===== src/rtl/fifo_level.sv =====
// Parametrised single-clock FIFO on a circular buffer with fill level, programmable
// almost-full/almost-empty thresholds, flush and sticky overflow/underflow flags.
module fifo_level #(
  parameter int unsigned WIDTH    = 32,
  parameter int unsigned DEPTH    = 8,
  parameter int unsigned AF_LEVEL = 6,
  parameter int unsigned AE_LEVEL = 2,
  localparam int unsigned LW      = $clog2(DEPTH + 1)
) (
  input  logic             clk,
  input  logic             res_n,
  input  logic [WIDTH-1:0] wdata,
  input  logic             shift_in,
  output logic [WIDTH-1:0] rdata,
  input  logic             shift_out,
  input  logic             flush,
  input  logic             clr_err,
  output logic             full,
  output logic             empty,
  output logic             almost_full,
  output logic             almost_empty,
  output logic [LW-1:0]    level,
  output logic             overflow,
  output logic             underflow
);

  localparam int unsigned PW = $clog2(DEPTH);

  logic [WIDTH-1:0] mem [DEPTH];
  logic [PW-1:0]    wr_ptr;
  logic [PW-1:0]    rd_ptr;
  logic [PW-1:0]    wr_ptr_nxt;
  logic [PW-1:0]    rd_ptr_nxt;
  logic [LW-1:0]    level_q;
  logic             push_acc;
  logic             pop_acc;
  logic             ovf_set;
  logic             udf_set;

  // Flags decode the registered level only, so no input reaches them combinationally.
  always_comb begin
    full         = (level_q == LW'(DEPTH));
    empty        = (level_q == '0);
    almost_full  = (32'(level_q) >= AF_LEVEL);
    almost_empty = (32'(level_q) <= AE_LEVEL);
    level        = level_q;
    rdata        = empty ? '1 : mem[rd_ptr];
  end

  always_comb begin
    push_acc   = shift_in & (~full | shift_out);
    pop_acc    = shift_out & ~empty;
    ovf_set    = shift_in & full & ~shift_out;
    udf_set    = shift_out & empty;
    wr_ptr_nxt = (wr_ptr == PW'(DEPTH - 1)) ? '0 : wr_ptr + 1'b1;
    rd_ptr_nxt = (rd_ptr == PW'(DEPTH - 1)) ? '0 : rd_ptr + 1'b1;
  end

  always_ff @(posedge clk) begin
    if (!res_n) begin
      wr_ptr    <= '0;
      rd_ptr    <= '0;
      level_q   <= '0;
      overflow  <= 1'b0;
      underflow <= 1'b0;
    end else if (flush) begin
      wr_ptr  <= '0;
      rd_ptr  <= '0;
      level_q <= '0;
    end else begin
      if (push_acc) wr_ptr <= wr_ptr_nxt;
      if (pop_acc)  rd_ptr <= rd_ptr_nxt;
      level_q <= level_q + LW'(push_acc) - LW'(pop_acc);
      // A new error event beats a simultaneous clear.
      if (ovf_set)      overflow <= 1'b1;
      else if (clr_err) overflow <= 1'b0;
      if (udf_set)      underflow <= 1'b1;
      else if (clr_err) underflow <= 1'b0;
    end
  end

  always_ff @(posedge clk) begin
    if (res_n && !flush && push_acc) mem[wr_ptr] <= wdata;
  end

`ifdef DEBUG
  always_ff @(posedge clk) begin
    if (res_n && !flush) begin
      if (shift_in && !push_acc)
        $display("%m: push rejected, wdata=%h level=%0d", wdata, level_q);
      if (shift_out && !pop_acc)
        $display("%m: pop rejected, rdata=%h level=%0d", rdata, level_q);
    end
  end
`endif

endmodule


===== config.mk =====
export PLATFORM = sky130hd
export DESIGN_NAME = fifo_level
export DESIGN_NICKNAME = d
export VERILOG_FILES = /design/src/rtl/fifo_level.sv
export SDC_FILE = /design/constraint.sdc
export NUM_CORES = 1
export LEC_CHECK = 0
export ABC_AREA = 0
export CAP_MARGIN = 20
export CORE_MARGIN = 2
export CORE_UTILIZATION = 48
export DETAILED_ROUTE_END_ITERATION = 12
export PLACE_DENSITY = 0.72
export SYNTH_ARGS = -nofsm -noshare
export SYNTH_HDL_FRONTEND = slang
export SYNTH_SLANG_ARGS = --single-unit

===== constraint.sdc =====
create_clock -name clk -period 7.2 [get_ports clk]
set_input_delay 1.8 -clock clk [delete_from_list [all_inputs] [get_ports clk]]
set_output_delay 1.8 -clock clk [all_outputs]
set_load 0.01 [all_outputs]

==> results.json <==
{
  "status": "complete, no violations",
  "area_growth_pct": 20.2,
  "p_leak_nw": 3.93,
  "async_flop_share_pct": 0,
  "num_io_pins": 80,
  "synth_edf_count": 256,
  "power_frac_seq_pct": 49.2,
  "finClkSkew_ns": 0.0149,
  "syn_area_um2": 10500,
  "cts-root-buf": "clkbuf_16",
  "multiInputGateArea_um2": 2310,
  "fin_cells": 873,
  "rows": 54,
  "avgSynthCellArea_um2": 22.3,
  "ys_seq_elements": 271,
  "vias": 4924,
  "synth_flop_cell": "edfxtp_1",
  "initial_core_util_pct": 48.4,
  "via_per_inst": 5.64,
  "postCtsSetupRepairBufs": 0,
  "relSlewSlack_pct": 30.9,
  "p_switching_w": 0.000724,
  "drtPass1Iterations": 4,
  "p_int_w": 0.00284,
  "synth_area_leaders": "edfxtp_1, mux4_2, dfxtp_1",
  "routed_wl_um": 19500,
  "routedWlPerCell_um": 22.4,
  "synth.top_cell.area_share_pct": 73.5,
  "seqCellArea_um2": 8000,
  "cts_max_level": 1,
  "synth_seq_area_share_pct": 76.4,
  "hold_path.class": "reg -> reg",
  "pwr-share-clk_pct": 42.0,
  "finalSetupViolCount": 0,
  "switching_share_pct": 20.3,
  "dp_hpwl_um": 10700,
  "fin_util_pct": 58.2,
  "n_fill_cell": 1556,
  "cts_buffers": 28,
  "critPathCaptureType": "primary output",
  "ant_nets": 0,
  "yosysWarnings": 0,
  "worst_pin_slew_ns": 1.03,
  "cap_violations": 0,
  "synth_common_cells": "edfxtp_1, mux4_2, o22a_1",
  "postSynthNetCount": 520,
  "clkTransAtPathRegs_ns": 0.06,
  "place_congestion": 0.723,
  "portBuffers": 79,
  "overflow": 0,
  "drc": 0,
  "hold_viol_final": 0,
  "tritoncts": "yes",
  "core_um2": 21600,
  "combPwrFrac_pct": 8.8,
  "grt_pass1_wl_um": 29900,
  "rsz0062_at_grt": "false",
  "grt_max_degree": 65,
  "arrival_ns": 3.27,
  "synthCells": 469,
  "irDropWorstVdd_mv": 0.147,
  "crit_fanout": 47,
  "fmax_ghz": 0.197,
  "dieArea_um2": 23000,
  "crit_path_start_kind": "register",
  "die_width_um": 152,
  "final_nets": 621,
  "clockBufferDepth": 3,
  "final_max_slew_viol_count": 0,
  "cts_resized": 0,
  "drt_iter0_drc": 393,
  "pwr_density_cell_nw_per_um2": 283,
  "clk_latency_ns": 0.53,
  "grt_antenna_before_repair": 2,
  "fin_crit_sh_pct": 70.4,
  "synth.most_common_cell": "edfxtp_1",
  "timing.setup.tns_ns": 0,
  "min_period_ns": 5.07,
  "holdBufCountCts": 0,
  "die_y_um": 152,
  "yosysTopAreaCell": "edfxtp_1",
  "clock_sinks": 271,
  "worst-r2r-cell-count": 6,
  "grt_pass1_vias": 5217,
  "worstHoldPathCells": 2,
  "critical_path_required_ns": 5.40,
  "path_class": "reg -> out",
  "yosysUniqueCellTypes": 37,
  "layout-drive-gt1-share_pct": 22.1,
  "dp.cells": 820,
  "grt_usage_pct": 17.5
}
-- stage by stage --
stage | power, W | setup WS [ns] | hold slack, ns | cell area, um2
2_1_floorplan | 0.00195 | 1.36 | 0.468 | 10500
3_3_place_gp | 0.00210 | 2.53 | 0.457 | 11600
3_5_place_dp | 0.00210 | 2.47 | 0.480 | 11600
4_1_cts | 0.00360 | 1.99 | 0.492 | 12600
5_1_grt | 0.00368 | 1.88 | 0.532 | 12600
6_report | 0.00356 | 2.13 | 0.484 | 12600
-- state kept, by name (all words and copies together), names as in the netlist, named ones only --
signal,cells
wr_ptr,3
rd_ptr,3
overflow,1
mem,256
level,4
underflow,1
-- critical path: stages, from the launching register on --
cell and delay (ns):
dfxtp_4 0.96, buf_4 0.49, mux4_2 0.54, o22a_1 0.23
clkdlybuf4s50_1 0.49
-- cells in the final DEF (no fill, tap or decap), types with 5 or more instances in the layout --
cell and count:
clkbuf_16 29, clkbuf_1 5, clkinv_2 6, dfxtp_1 13, nand2_1 11, buf_4 12, bufinv_16 5, inv_1 8
nand2b_1 5, edfxtp_1 256, o22a_1 32, mux4_2 61, ha_1 12, clkdlybuf4s50_1 79
-- routing by layer --
metal / vias to the layer above / share of wire, % / global-route usage (%) / wire length (um)
met2: 138 / 51 / 29.6 / 9890
met4: 2 / 1.1 / 3.24 / 222
met3: 31 / 5.6 / 3.47 / 1090
met5: - / 0.067 / 0 / 13
li1: 2189 / - / - / -
met1: 2564 / 43 / 24.3 / 8300
-- path summary, 6_finish.rpt --
check	startpoint	end	slack, ns
max	register	rdata[15]	2.13
min	overflow	overflow	0.48
max reg2reg	level[2]	mem[6][31]	4.60
min reg2reg	overflow	overflow	0.48
-- power groups by stage --
stage               Combinational [W]  Clock, W  Sequential (W)
floorplan                    0.000173         0         0.00178
global placement             0.000309         0         0.00179
global route                 0.000334   0.00159         0.00176
CTS                          0.000316   0.00152         0.00176
detailed placement           0.000314         0         0.00179
finish                       0.000312   0.00150         0.00175
-- kinds of logic (layout without fill, tap and decap cells) --
| logic type | Yosys count | in the layout | synth area share [%] |
|---|---|---|---|
| buf+inv | 29 | 152 | 2.00 |
| mux | 68 | 68 | 14.3 |
| xor+xnor | 1 | 1 | 0.0837 |
| other cells | 0 | 1 | 0 |
| fa+ha+maj | 13 | 13 | 1.63 |
| compound gates | 43 | 43 | 3.33 |
| simple gates | 44 | 44 | 2.33 |
| flops | 271 | 271 | 76.4 |
-- layout make-up --
| cell class | instances | share of cell area [%] |
|---|---|---|
| clock inverter | 16 | 1.68 |
| multi-input combinational | 169 | 18.4 |
| sequential | 271 | 63.6 |
| antenna | 1 | 0.0199 |
| timing repair buffer | 92 | 7.16 |
| tap | 280 | 2.79 |
| inverter | 8 | 0.239 |
| clock buffer | 36 | 6.14 |
Note: power is estimated with default switching activity, not from simulation.
